==> src/rtl/riscv_bp_pkg.sv <==
// Shared branch-predictor types: 2-bit counter encodings, BTB entry layout,
// PC index/tag slicing helpers and the saturating counter step.
package riscv_bp_pkg;

   localparam int BP_PC_W  = 32;
   localparam int BP_IDX_W = 6;
   localparam int BP_TAG_W = BP_PC_W - BP_IDX_W - 2;

   localparam logic [1:0] SNT = 2'b00;
   localparam logic [1:0] WNT = 2'b01;
   localparam logic [1:0] WT  = 2'b10;
   localparam logic [1:0] ST  = 2'b11;
   localparam logic [1:0] CTR_RESET = WNT;

   typedef struct packed {
      logic                valid;
      logic [BP_TAG_W-1:0] tag;
      logic [BP_PC_W-1:0]  target;
   } btb_entry_t;

   // Word-aligned PCs: bits [1:0] never participate in index or tag.
   function automatic logic [BP_IDX_W-1:0] bp_idx(input logic [BP_PC_W-1:0] pc);
      return pc[BP_IDX_W+1:2];
   endfunction

   function automatic logic [BP_TAG_W-1:0] bp_tag(input logic [BP_PC_W-1:0] pc);
      return pc[BP_PC_W-1:BP_IDX_W+2];
   endfunction

   function automatic logic [1:0] ctr_next(input logic [1:0] ctr, input logic taken);
      logic [1:0] nxt;
      case (ctr)
         SNT:     nxt = taken ? WNT : SNT;
         WNT:     nxt = taken ? WT  : SNT;
         WT:      nxt = taken ? ST  : WNT;
         default: nxt = taken ? ST  : WT;
      endcase
      return nxt;
   endfunction

endpackage

==> src/rtl/bp_counter_table.sv <==
// Flop-based table with one combinational read port and one synchronous write
// port. SAT=1 steps a 2-bit saturating counter; SAT=0 stores wr_data verbatim.
module bp_counter_table
   import riscv_bp_pkg::*;
#(
   parameter int                DEPTH     = 64,
   parameter int                IDX_W     = 6,
   parameter int                DATA_W    = 2,
   parameter bit                SAT       = 1'b1,
   parameter logic [DATA_W-1:0] RESET_VAL = '0
) (
   input  logic              clk,
   input  logic              reset,
   input  logic [IDX_W-1:0]  rd_idx,
   output logic [DATA_W-1:0] rd_data,
   input  logic              wr_en,
   input  logic [IDX_W-1:0]  wr_idx,
   input  logic              wr_taken,
   input  logic [DATA_W-1:0] wr_data
);

   logic [DEPTH-1:0][DATA_W-1:0] mem;
   logic [DATA_W-1:0]            wr_val;
   logic                         unused;

   // Only one of wr_taken / wr_data matters for a given mode.
   assign unused = ^{wr_taken, wr_data};

   generate
      if (SAT) begin : g_sat
         assign wr_val = DATA_W'(ctr_next(mem[wr_idx][1:0], wr_taken));
      end else begin : g_raw
         assign wr_val = wr_data;
      end
   endgenerate

   // Read sees the array before this edge's write: collisions return old data.
   assign rd_data = mem[rd_idx];

   always_ff @(posedge clk or posedge reset) begin
      if (reset)
         mem <= {DEPTH{RESET_VAL}};
      else if (wr_en)
         mem[wr_idx] <= wr_val;
   end

endmodule

==> src/rtl/branch_predictor.sv <==
// PC-indexed 2-bit counter predictor with FETCH->ISS->EX prediction pipeline.
// Optional direct-mapped BTB enabled by defining BRANCH_PRED_BTB_EN.
module branch_predictor
   import riscv_bp_pkg::*;
#(
   parameter int PC_W    = BP_PC_W,
   parameter int IDX_W   = BP_IDX_W,
   parameter int ENTRIES = 2**IDX_W
) (
   input  logic            clk,
   input  logic            reset,
   input  logic [PC_W-1:0] pc_fetch_bp_i,
   input  logic            stall_iss_bp_i,
   input  logic            flush_iss_bp_i,
   input  logic            flush_ex_bp_i,
   input  logic            brn_ex_mem_bp_i,
   input  logic            branch_taken_ex_mem_bp_i,
   input  logic [PC_W-1:0] pc_ex_mem_bp_i,
   input  logic [PC_W-1:0] brn_tgt_ex_mem_bp_i,
   output logic            brn_pred_fetch_bp_o,
   output logic [PC_W-1:0] brn_tgt_fetch_bp_o,
   output logic            brn_pred_ex_mem_bp_o
);

   logic [1:0] ctr_rd;
   logic       iss_pred;
   logic       ex_pred;

   bp_counter_table #(
      .DEPTH    (ENTRIES),
      .IDX_W    (IDX_W),
      .DATA_W   (2),
      .SAT      (1'b1),
      .RESET_VAL(CTR_RESET)
   ) u_ctr_tbl (
      .clk     (clk),
      .reset   (reset),
      .rd_idx  (bp_idx(pc_fetch_bp_i)),
      .rd_data (ctr_rd),
      .wr_en   (brn_ex_mem_bp_i),
      .wr_idx  (bp_idx(pc_ex_mem_bp_i)),
      .wr_taken(branch_taken_ex_mem_bp_i),
      .wr_data (2'b00)
   );

`ifdef BRANCH_PRED_BTB_EN
   btb_entry_t btb_rd;
   btb_entry_t btb_wr;
   logic       btb_hit;

   assign btb_wr = '{valid: 1'b1, tag: bp_tag(pc_ex_mem_bp_i), target: brn_tgt_ex_mem_bp_i};

   // Only taken branches allocate; a not-taken outcome never needs a target.
   bp_counter_table #(
      .DEPTH    (ENTRIES),
      .IDX_W    (IDX_W),
      .DATA_W   ($bits(btb_entry_t)),
      .SAT      (1'b0),
      .RESET_VAL('0)
   ) u_btb_tbl (
      .clk     (clk),
      .reset   (reset),
      .rd_idx  (bp_idx(pc_fetch_bp_i)),
      .rd_data (btb_rd),
      .wr_en   (brn_ex_mem_bp_i & branch_taken_ex_mem_bp_i),
      .wr_idx  (bp_idx(pc_ex_mem_bp_i)),
      .wr_taken(1'b0),
      .wr_data (btb_wr)
   );

   assign btb_hit             = btb_rd.valid && (btb_rd.tag == bp_tag(pc_fetch_bp_i));
   assign brn_pred_fetch_bp_o = ctr_rd[1] & btb_hit;
   assign brn_tgt_fetch_bp_o  = btb_hit ? btb_rd.target : '0;
`else
   logic unused;

   assign unused              = ^brn_tgt_ex_mem_bp_i;
   assign brn_pred_fetch_bp_o = ctr_rd[1];
   assign brn_tgt_fetch_bp_o  = '0;
`endif

   // Flush outranks stall; the EX register has no stall of its own.
   always_ff @(posedge clk or posedge reset) begin
      if (reset) begin
         iss_pred <= 1'b0;
         ex_pred  <= 1'b0;
      end else begin
         if (flush_iss_bp_i)
            iss_pred <= 1'b0;
         else if (!stall_iss_bp_i)
            iss_pred <= brn_pred_fetch_bp_o;
         ex_pred <= flush_ex_bp_i ? 1'b0 : iss_pred;
      end
   end

   assign brn_pred_ex_mem_bp_o = ex_pred;

endmodule

==> config.mk <==
export PLATFORM = sky130hd
export DESIGN_NAME = branch_predictor
export DESIGN_NICKNAME = d
export VERILOG_FILES = /design/src/rtl/riscv_bp_pkg.sv /design/src/rtl/bp_counter_table.sv /design/src/rtl/branch_predictor.sv
export SDC_FILE = /design/constraint.sdc
export NUM_CORES = 1
export LEC_CHECK = 0
export CORE_MARGIN = 8
export CORE_UTILIZATION = 56
export DETAILED_ROUTE_END_ITERATION = 8
export PLACE_DENSITY = 0.84
export SYNTH_ARGS = -nofsm -noshare
export SYNTH_HDL_FRONTEND = slang
export SYNTH_SLANG_ARGS = --single-unit
==> constraint.sdc <==
create_clock -name clk -period 6.9 [get_ports clk]
set_clock_uncertainty 0.1 [all_clocks]
set_input_delay 1.035 -clock clk [delete_from_list [all_inputs] [get_ports clk]]
set_output_delay 1.035 -clock clk [all_outputs]
set_load 0.01 [all_outputs]
==> results.md, run 1 <==
Finish:
- The net count of the finished layout is 813.
- The library cell used most frequently in the layout, excluding fill and tap cells, is nand2_1.
- The share of layout cells above drive strength 1 is 21.02%.
- Once layout is done, the placed cells without fillers occupy 7630 µm².
- The area growth from synthesis to layout is 9.894%.
- The layout has 920 filler cells.
- The top cell types in the final layout, fill and taps aside, are nand2_1 (211), o21ai_0 (101), dfrtp_1 (66).
- 0 antenna diodes ended up in the layout.

Synthesis:
- The synthesized design contains 130 register bits.
- The count of cell types in the netlist is 51.
- For this run, the register share of the synthesized area comes to 48.01%.
- The number of warnings reported in the yosys synthesis log is 0.
- The netlist area before placement is 6943 µm².
- In the synthesized netlist the dominant register cell turns out to be dfrtp_1.
- Yosys mapped a number of flops with a built-in enable equal to 0.
- Summed over all instances, the cell type with the most area after synthesis is dfstp_2.
- Synthesis produced 699 cells.
- The top cell type by area accounts for 24.22% of the synthesized area.
- The average cell area after synthesis is 9.933 µm².
- The share of synthesized flip-flops with an asynchronous set or reset is 100.0%.
- By area the synthesized netlist is led by dfstp_2 (24%), dfrtp_1 (24%), nand2_1 (11%).

STA:
- Headroom to the max-slew limit came out at 14.50%.
- At the pin with the least slew margin, the transition time is 1.280 ns.
- Setup repair after global routing left no endpoint under its margin.
- Setup violations remaining at the end of the flow were counted as 0.
- The hold violation count in the final report is 0.
- After layout, the minimum clock period comes to 5.267 ns.
- The final number of max-transition violations came to 0.
- For the final routed database, the setup TNS stands at 0 ns.
- The top achievable clock speed is 189.9 MHz.
- Dividing the final minimum period by the clock period gives 76.33%.

Clock network:
- The clock root buffer master is clkbuf_16.
- The maximum level of the CTS H-tree is 4.
- The maximum root-to-sink buffer count is 2.
- The clock slew seen by the registers of the worst setup and hold paths is 0.06 ns.
- The post-cts gate resize count is 0.
- The later pin in the worst-skew pair is clocked with a latency of 0.43 ns.
- Clock tree synthesis inserted a total of 17 buffers.
- The number of hold buffers added after CTS was 0.
- TritonCTS built the clock tree.
- After clock tree synthesis, the setup repair step added 0 buffers.
- The clock drives 130 sinks.

Floorplanning:
- From bottom edge to top edge, the die measures 127.3 µm.
- The die is 127.3 µm wide.
- The die area is 16220 µm².
- The floorplan step defined a core boundary enclosing 12060 µm².
- The number of top-level pins is 137.
- The cell row count is 40.
- The initial cell density of the core is 57.56%.

Power:
- Net switching is 26.47% of the power.
- The leakage component of the power is 3.047 nW.
- The total power is 2.091 mW.
- Combinational logic is responsible for 13.2% of the overall power.
- The internal power of the cells totals 1.537 mW.
- The cell area power density is 274.0 nW/µm².
- Sequential cells account for 44.9% of the total power.
- Of the total power, the clock network draws 41.8%.
- The peak supply drop is 0.1918 mV.
- The total net switching power is 0.5535 mW.

GRT:
- The remaining global-route overflow is 0.
- The wire length of the first global-routing pass is 29.57 mm.
- The number of antenna violations at the first check in global routing is 0.
- Entering global routing, the biggest net connects 72 pins.
- The number of global-route vias before repair is 5707.
- Global routing used 23.52% of the available tracks.

Route:
- The number of antenna-violating nets in the routed design is 0.
- Wires add up to 18.36 mm.
- Before antenna repair, the detailed router went through 5 iterations.
- Summing over every cut layer, the via total after detailed routing is 5590.
- After detailed routing, the average wire length per cell comes to 20.60 µm.
- After detailed routing, the number of remaining DRC violations is 0.
- In this run, the number of DRC markers left after iteration 0 of detailed routing was 689.
- In the routed layout, each cell is associated on average with a via count of 6.274.

Flow run:
- Across the run, the number of max-cap violations was 0.

Critical path:
- The worst reg2reg path depth is 8.
- The worst setup path is launched from an input pin.
- The worst flop-to-flop path endpoint is u_ctr_tbl.mem[41]$_DFFE_PP0P_.
- The critical path in this run is classified as input pin to primary output.
- Along the worst path, the maximum fanout reaches 11.
- At the worst endpoint, the arrival time is 4.13 ns.
- The worst endpoint required time is 5.76 ns.
- The worst register-to-register path begins at u_ctr_tbl.mem[44]$_DFFE_PP1P_.
- In this run the worst setup path begins at pc_fetch_bp_i[2].
- STA classifies the critical path endpoint as a primary output.
- Setup slack on the worst reg-to-reg path comes out at 3.65 ns.

Outcome:
- The flow ran to the end, and the final reports show no timing, DRC or antenna violations.

Place:
- The final HPWL from detailed placement is 11.87 mm.
- The placed instances occupy a cell area of 7057 µm².
- Buffers placed on the I/O ports in this run total 20.
- The last weighted congestion value of the routability-driven placer is 0.8672.

Min path:
- The launch instance of the worst min-delay path is u_ctr_tbl.mem[126]$_DFFE_PP1P_.
- The cell depth of the worst min-delay path is 2.
- The class of the worst hold path is register to register.
- The worst hold path terminates at u_ctr_tbl.mem[126]$_DFFE_PP1P_.
==> state kept, by name, summed over array words and instances, names as in the netlist <==
name                  cells
brn_pred_ex_mem_bp_o      1
iss_pred                  1
u_ctr_tbl.mem           128
==> final cells by class <==
type / count / area (µm²) / share of cell area (%)
well taps: 168 / 210.2 / 2.755
repair buffers: 29 / 257.7 / 3.378
multi-input cells: 524 / 3223 / 42.24
clock buffers: 22 / 464.2 / 6.084
flip-flops and latches: 130 / 3333 / 43.69
inverters: 8 / 32.53 / 0.4264
clock inverters: 10 / 108.9 / 1.427
==> critical path, cell delays in order <==
cell             delay (ns)
clkdlybuf4s50_1        1.03
mux4_2                 0.60
mux4_2                 0.52
and2_1                 0.18
a211oi_1               0.20
a21oi_1                0.08
clkdlybuf4s50_1        0.49
==> layer usage <==
metal / GRT usage (%) / wire, µm / up-vias / share of wire, %
met3: 7.654 / 2127 / 86 / 12
met2: 36.66 / 8664 / 365 / 47
met1: 27.91 / 6666 / 2700 / 36
met5: 0 / 0 / - / 0
met4: 14.42 / 898 / 0 / 4.9
li1: - / - / 2439 / -
==> kinds of logic (layout without fill, tap and decap cells) <==
family | count (synthesis) | after routing | share of synthesized area, %
muxes | 58 | 58 | 14.29
DFF | 130 | 130 | 48.01
AOI/OAI and AO/OA | 177 | 177 | 15.21
other | 1 | 32 | 0.05401
and+or+nand+nor | 257 | 257 | 15.12
buffers and inverters | 76 | 69 | 7.317
==> cells in the mapped netlist, drive strengths merged, types with 5 or more instances <==
library cell,count
inv,8
mux2,9
a22oi,8
buf,56
mux2i,17
nor2,13
nor2b,9
mux4,32
a221oi,8
dfstp,64
o22ai,5
nand2,211
o21ai,132
dfrtp,66
nand3,6
clkbuf,12
==> per-stage QoR <==
| stage | hold WS [ns] | setup WS [ns] | utilization, % | instances |
|---|---|---|---|---|
| 3_5_place_dp | 0.3575 | 1.630 | 58.51 | 859 |
| 4_1_cts | 0.3645 | 1.622 | 63.26 | 891 |
| 2_1_floorplan | 0.3421 | 2.402 | - | 730 |
| 5_1_grt | 0.3831 | 1.461 | 63.26 | 891 |
| 6_report | 0.3650 | 1.633 | 63.26 | 891 |
| 3_3_place_gp | 0.3518 | 1.652 | 58.51 | 859 |
==> power by group through the flow <==
stage	Clock, mW	Combinational (mW)	Sequential (mW)
finish	0.874	0.277	0.940
global route	0.917	0.304	0.948
CTS	0.879	0.274	0.938
detailed placement	0	0.270	0.947
global placement	0	0.257	0.940
floorplan	0	0.223	0.927
==> worst max path at each step <==
stage | end | slack [ns] | depth (start not counted)
CTS | brn_pred_fetch_bp_o | 1.62 | 7
detailed placement | brn_pred_fetch_bp_o | 1.63 | 7
global placement | brn_pred_fetch_bp_o | 1.65 | 7
floorplan | brn_pred_ex_mem_bp_o$_DFF_PP0_ | 2.40 | 1
finish | brn_pred_fetch_bp_o | 1.63 | 7
global route | brn_pred_fetch_bp_o | 1.46 | 7
Power figures use the tool's default switching activity.
==> run 2, diff against run 1 <==
Settings changed: CORE_UTILIZATION 56 to 47, PLACE_DENSITY 0.84 to 0.75.
Clock period 6.9 ns to 4.2 ns, I/O delays scaled along.
==> run 2 against run 1 <==
Compared with the run above: worst setup slack got worse by 1.5 ns; critical path depth rose by 1; non-clock buffer count increased by 23; wire length grew 2.7%; largest power group is now clock.
==> results.md, run 2 (same netlist as run 1, synthesis figures left out) <==
Critical path:
- The worst setup path is captured at a primary output.
- The reg-to-reg startpoint is u_ctr_tbl.mem[40]$_DFFE_PP1P_.
- By startpoint and endpoint, the worst setup path is classified as input pin to primary output.
- The signal on the critical path passes through clkdlybuf4s50_1 > buf_12 > mux4_2 > mux4_2 > and2_1 > a211oi_1 > a21oi_1 > clkdlybuf4s50_1.
- The worst path arrival time is 3.34 ns (-0.79 ns).
- The worst setup path startpoint is pc_fetch_bp_i[2].
- The maximum net fanout on the critical path is 9 (-2).
- The maximum cell stage delay along the critical path was 0.53 ns (-0.50 ns).
- The worst endpoint required time is 3.47 ns (-2.29 ns).
- The cell with the largest stage delay on the worst path is mux4_2.
- The sort of element at the start of the critical path is an input pin.

Clock network:
- The maximum root-to-sink buffer count is 2 (unchanged).
- The post-cts hold buffer count came to 0 (unchanged).
- The clock slew seen by the registers of the worst setup and hold paths is 0.05 ns (about the same).
- The total setup buffers inserted after CTS is 0 (unchanged).
- The post-cts gate resize count is 0 (unchanged).
- The tree is rooted in a clkbuf_16.
- The count of clock tree sinks is 130 (unchanged).
- The maximum level of the CTS H-tree is 4 (unchanged).
- The clock tree from TritonCTS is done.
- The total clock buffers created by CTS was 17 (unchanged).
- The clock network latency to the later pin of the worst-skew pair is 0.42 ns (about the same).

Finish:
- The area occupied by multi-input gates was 3218 µm² (-0.16%).
- The net count of the finished layout is 836 (+2.8%).
- The filler cell count came to 1230 (+34%).
- Leaving out fill and tap cells, the most frequent cells in the layout are nand2_1 (211), o21ai_0 (101), dfrtp_1 (66).
- The share of layout cells above drive strength 1 is 23.32% (+2.3 points).
- The largest register by flop count is u_ctr_tbl.mem.
- The sequential standard cell area is 3333 µm² (unchanged).
- The most frequent standard cell in the layout excluding fill and tap cells is nand2_1.
- The number of flip-flops in the largest register is 128 (unchanged).
- The area growth from synthesis to layout is 14.11%.
- The number of diodes added for antenna fixing is 0 (unchanged).

Floorplanning:
- The die outline height is 137.5 µm (+8.0%).
- The number of top-level pins is 137 (unchanged).
- The die area came to 18920 µm² (+17%).
- The cell row count is 44 (+10%).
- The width of the die is 137.5 µm (+8.0%).
- The initial cell density of the core is 47.95% (-9.6 points).
- The area of the placeable core came to 14480 µm² (+20%).

Power:
- The cell area power density came to 457.3 nW/µm² (+67%).
- The sequential share of power is 42.5% (-2.4 points).
- The power share of the clock group is 44.5% (+2.7 points).
- The peak supply drop came to 0.2858 mV (+49%).
- The total net switching power was 0.9218 mW (+67%).
- The internal power component was 2.701 mW (+76%).
- The net switching share of the total power is 25.45% (-1.0 points).
- The proportion of power drawn by combinational gates is 13.0% (-0.2 points).
- The leakage component of the power is 3.202 nW (+5.1%).

STA:
- The sum of negative setup slack is 0 ns (unchanged).
- The slew of the pin with the lowest slew margin is 0.9296 ns (-0.3502 ns).
- Subtracting the final worst setup slack from the clock period gives 4.067 ns.
- For this run, the top clock speed supported by timing is 245.9 MHz.
- The final number of max-transition violations was 0 (unchanged).
- Setup repair after global routing left no endpoint under its margin.
- The final worst slack came to 0.1335 ns (-1.499 ns).
- The total setup violations reported at the end of the flow is 0 (unchanged).
- The worst-case headroom to the max-slew limit was 37.80% (+23 points).
- The hold violation count in the final report is 0 (unchanged).
- The final worst-path cycle share is 96.82%.

Place:
- The post-place setup slack came to 0.06641 ns (-1.563 ns).
- The final HPWL from detailed placement came to 12.83 mm (+8.0%).
- The last weighted congestion value of the routability-driven placer was 0.8996 (+3.7%).
- The count of input and output buffers was 20 (unchanged).

GRT:
- The remaining global-route overflow was 0 (unchanged).
- The number of antenna violations at the first check in global routing is 0 (unchanged).
- The number of global-route vias before repair was 5481 (-4.0%).
- The wire length of the first global-routing pass is 29.53 mm (-0.14%).
- The maximum number of pins on one net before global-route repair is 66 (-8.3%).
- The combined global-route utilization of all metal layers is 20.45% (-3.1 points).

Route:
- The detailed-router iteration count before antenna repair is 5 (unchanged).
- The average via count per standard cell is 5.994 (-4.5%).
- The total number of vias is 5574 (-0.29%).
- The DRC violation count after routing is 0 (unchanged).
- The number of antenna-violating nets in the routed design is 0 (unchanged).
- The final wirelength is 18.85 mm (+2.7%).
- The routed wirelength normalized by instance count was 20.27 µm (-1.6%).
- The violation count after the first detailed-route iteration is 585 (-15%).

Flow run:
- The number of max-cap violations is 0 (unchanged).

Outcome:
- The run finished with clean final reports.

Min path:
- In this run the most critical hold path is launched from u_ctr_tbl.mem[126]$_DFFE_PP1P_.
- The worst hold path belongs to the class register to register.
## run 2: changes by cell type in the layout (fill, tap and decap cells not counted), sizes merged
cell,before,now
buf,11,34
clkbuf,22,24
clkinv,6,2
bufinv,2,4
## run 2: routing by layer
layer / track usage, % / routed length, µm / up-vias
met5: 0 / 0 / -
met4: 9.354 / 558 / 0
met1: 26.09 / 7592 / 2733
li1: - / - / 2481
met2: 31.70 / 8870 / 309
met3: 5.762 / 1834 / 51
## run 2: final timing paths
path / to / slack, ns / cells after the start
max reg2reg: u_ctr_tbl.mem[59]$_DFFE_PP0P_ / 1.44 / 8
max in group asynchronous: u_ctr_tbl.mem[42]$_DFFE_PP1P_ / 2.42 / 3
min: u_ctr_tbl.mem[126]$_DFFE_PP1P_ / 0.37 / 2
max: brn_pred_fetch_bp_o / 0.13 / 8
min in group asynchronous: u_ctr_tbl.mem[9]$_DFFE_PP0P_ / 0.65 / 2
min reg2reg: u_ctr_tbl.mem[126]$_DFFE_PP1P_ / 0.37 / 2
## run 2: area by class of cell
type                       count  share of cell area, %
inverter                       8                 0.4106
multi-input combinational    524                  40.62
sequential                   130                  42.07
clock inverter                 8                  1.879
tap                          184                  2.906
timing repair buffer          52                  5.907
clock buffer                  24                  6.207
## run 2: power by group through the flow
stage	sequential, mW	clock, mW	combinational [mW]
finish	1.54	1.61	0.472
global route	1.55	1.68	0.518
CTS	1.54	1.63	0.465
detailed placement	1.56	0	0.463
global placement	1.55	0	0.441
floorplan	1.52	0	0.366
## run 2: critical path, delay by kind of cell
kind            cells  cell delay (ns)
buf+inv             3             1.15
simple gates        1             0.19
mux                 2             1.05
compound gates      2             0.33
## run 2: per-stage QoR
step / total power, mW / cell area, µm² / std cells / util (%) / hold slack (ns)
floorplan: 1.889 / 7059 / 730 / - / 0.3421
global placement: 1.986 / 7244 / 893 / 50.03 / 0.3521
detailed placement: 2.019 / 7244 / 893 / 50.03 / 0.3576
CTS: 3.631 / 7885 / 925 / 54.46 / 0.3675
global route: 3.749 / 7923 / 930 / 54.72 / 0.3812
finish: 3.623 / 7923 / 930 / 54.72 / 0.3659
==> run 3, diff against run 2 <==
Settings changed: CORE_UTILIZATION 47 to 58, DONT_BUFFER_PORTS set to 1, PLACE_DENSITY 0.75 to 0.74, RECOVER_POWER set to 100, SKIP_LAST_GASP set to 1.
==> run 3 against run 2 <==
Compared with the run above: the run now ends with capacitance limit, slew limit left; critical endpoint is now u_ctr_tbl.mem[13]$_DFFE_PP0P_; via count fell by 3.9%; power rose by 2.9%; worst setup slack improved by 0.69 ns; core utilization rose by 8.8 points; global-route usage rose by 3.7 points; wire length fell by 4.2%.
==> results.md, run 3 (same netlist as run 1, synthesis figures left out) <==
Route:
- The routed wirelength normalized by instance count is 21.27 µm (+4.9%).
- The DRC violation count after routing is 0 (unchanged).
- The detailed-router iteration count before antenna repair is 5 (unchanged).
- The final wirelength is 18.06 mm (-4.2%).
- The average via count per standard cell was 6.306 (+5.2%).
- The number of antenna-violating nets in the routed design was 0 (unchanged).
- The violation count after the first detailed-route iteration is 560 (-4.3%).
- The total number of vias is 5354 (-3.9%).

Floorplanning:
- The initial cell density of the core is 58.53% (+11 points).
- The die area is 15730 µm² (-17%).
- The die outline height came to 125.4 µm (-8.8%).
- The number of top-level pins was 137 (unchanged).
- The width of the die was 125.4 µm (-8.8%).
- The area of the placeable core is 11860 µm² (-18%).
- The cell row count is 40 (-9.1%).

Place:
- The number of instances in the placed design is 817 (-8.5%).
- The last weighted congestion value of the routability-driven placer came to 0.9045 (+0.54%).
- The count of input and output buffers is 0 (-100%).
- The post-place setup slack is 1.060 ns (+0.9938 ns).
- The final HPWL from detailed placement is 11.71 mm (-8.7%).
- The cell area after placement came to 6845 µm² (-5.5%).

STA:
- The minimum clock period is 3.379 ns (-0.6873 ns).
- The final worst hold slack is 0.1693 ns (-0.1966 ns).
- The final worst-path cycle share is 80.46% (-16 points).
- The final worst slack is 0.8208 ns (+0.6873 ns).
- The final number of max-transition violations was 70 (+70).
- The top achievable clock speed is 295.9 MHz (+20%).
- The worst-case headroom to the max-slew limit is -95.49% (-130 points).
- The slew of the pin with the lowest slew margin is 2.916 ns (+1.987 ns).
- The sum of negative setup slack was 0 ns (unchanged).
- The hold violation count in the final report came to 0 (unchanged).
- The total setup violations reported at the end of the flow was 0 (unchanged).
- Setup repair after global routing left no endpoint under its margin.

Critical path:
- The worst path arrival time came to 3.57 ns (+0.23 ns).
- The maximum cell stage delay along the critical path is 0.99 ns (+0.46 ns).
- The critical path in this run is classified as register to register.
- The worst setup path is captured at a register.
- Walking the worst path, the cells encountered are mux2_2 > o221a_2 > a22o_1 > a211oi_1 > a21oi_1 > o21ai_1 > buf_12 > o21ai_0.
- The cell with the largest stage delay on the worst path is o21ai_1.
- The sort of element at the start of the critical path is a register.
- The maximum net fanout on the critical path is 47 (+38).
- The worst endpoint required time was 4.39 ns (+0.92 ns).
- The reg-to-reg startpoint is u_ctr_tbl.mem[89]$_DFFE_PP0P_.
- The worst setup path startpoint is u_ctr_tbl.mem[89]$_DFFE_PP0P_.

Finish:
- The number of flip-flops in the largest register was 128 (unchanged).
- The area growth from synthesis to layout is 8.434%.
- The filler cell count is 919 (-25%).
- The final standard cell count with taps included and fillers excluded came to 849 (-8.7%).
- The share of layout cells above drive strength 1 came to 20.66% (-2.7 points).
- The most frequent standard cell in the layout excluding fill and tap cells is nand2_1.
- The net count of the finished layout is 792 (-5.3%).
- In the layout the commonest cells are nand2_1 (211), o21ai_0 (126), dfrtp_1 (66).
- The final design area excluding fillers is 7528 µm² (-5.0%).
- The largest register by flop count is u_ctr_tbl.mem.
- The core occupancy in the finished layout came to 63.47% (+8.8 points).
- The number of diodes added for antenna fixing is 0 (unchanged).

Power:
- The total power is 3.728 mW (+2.9%).
- The proportion of power drawn by combinational gates is 10.2% (-2.8 points).
- The internal power component was 2.886 mW (+6.9%).
- The net switching share of the total power is 22.58% (-2.9 points).
- The leakage component of the power was 3.039 nW (-5.1%).
- The cell area power density is 495.2 nW/µm² (+8.3%).
- The sequential share of power is 41.4% (-1.1 points).
- The power share of the clock group is 48.5% (+4.0 points).
- The peak supply drop is 0.2998 mV (+4.9%).
- The total net switching power is 0.8420 mW (-8.7%).

Clock network:
- The clock tree from TritonCTS is done.
- The total setup buffers inserted after CTS is 0 (unchanged).
- The post-cts hold buffer count is 0 (unchanged).
- The clock slew seen by the registers of the worst setup and hold paths is 0.06 ns (about the same).
- The maximum root-to-sink buffer count is 2 (unchanged).
- The count of clock tree sinks is 130 (unchanged).
- The clock network latency to the later pin of the worst-skew pair is 0.43 ns (about the same).
- The clock root buffer master is clkbuf_16.
- The maximum level of the CTS H-tree is 4 (unchanged).
- The post-cts gate resize count was 0 (unchanged).
- The total clock buffers created by CTS came to 17 (unchanged).

Outcome:
- The final reports fail on capacitance limit, slew limit.
- The run finished, with violations left.

GRT:
- The wire length of the first global-routing pass is 29.53 mm (about the same).
- The number of antenna violations at the first check in global routing is 0 (unchanged).
- The number of global-route vias before repair is 5487 (+0.11%).
- The combined global-route utilization of all metal layers is 24.14% (+3.7 points).
- The maximum number of pins on one net before global-route repair is 70 (+6.1%).
- The remaining global-route overflow is 0 (unchanged).

Flow run:
- The number of max-cap violations is 1 (+1).

Min path:
- The path class of the tightest hold or removal check is input pin to register.
- The startpoint identified for the worst hold timing path is flush_ex_bp_i.
-- run 3: changes by cell type in the layout (fill, tap and decap cells not counted), sizes merged --
cell and delta:
buf -29, clkdlybuf4s50 -18, bufinv +4, clkbuf +1, clkinvlp -1, inv -1
-- run 3: area by class of cell --
class / instances / area (µm²) / share of cell area (%)
sequential: 130 / 3333 / 44.27
multi-input combinational: 524 / 3192 / 42.40
clock buffer: 22 / 474.2 / 6.299
clock inverter: 10 / 250.2 / 3.324
tap: 147 / 183.9 / 2.443
timing repair buffer: 8 / 63.81 / 0.8476
inverter: 8 / 31.28 / 0.4155
-- run 3: routing by layer --
| metal | GRT usage, % | part of all wire [%] | up-vias |
|---|---|---|---|
| met4 | 14.26 | 4.6 | 0 |
| li1 | - | - | 2389 |
| met2 | 37.14 | 47 | 281 |
| met3 | 8.500 | 9.6 | 74 |
| met5 | 0 | 0 | - |
| met1 | 28.85 | 39 | 2610 |
-- run 3: power groups by stage --
stage	Sequential [mW]	Clock, mW	Combinational [mW]
2_1_floorplan	1.52	0	0.366
3_3_place_gp	1.54	0	0.370
3_5_place_dp	1.56	0	0.385
4_1_cts	1.54	1.82	0.389
5_1_grt	1.56	1.88	0.425
6_report	1.54	1.81	0.379
-- run 3: final timing paths --
path / to / slack, ns / depth (start not counted)
min in group asynchronous: u_ctr_tbl.mem[29]$_DFFE_PP0P_ / 0.82 / 1
worst min register to register: u_ctr_tbl.mem[126]$_DFFE_PP1P_ / 0.37 / 2
max in group asynchronous: u_ctr_tbl.mem[79]$_DFFE_PP0P_ / 1.36 / 2
worst min-delay path: brn_pred_ex_mem_bp_o$_DFF_PP0_ / 0.17 / 1
worst max register to register: u_ctr_tbl.mem[13]$_DFFE_PP0P_ / 0.82 / 8
worst max-delay path: u_ctr_tbl.mem[13]$_DFFE_PP0P_ / 0.82 / 8
-- run 3: critical path: cells and delay by family, from the launching register on --
kind,cells,cell delay (ns)
flip-flops,1,0.42
AO/OA/AOI/OAI,6,2.11
buffers and inverters,1,0.32
multiplexers,1,0.28
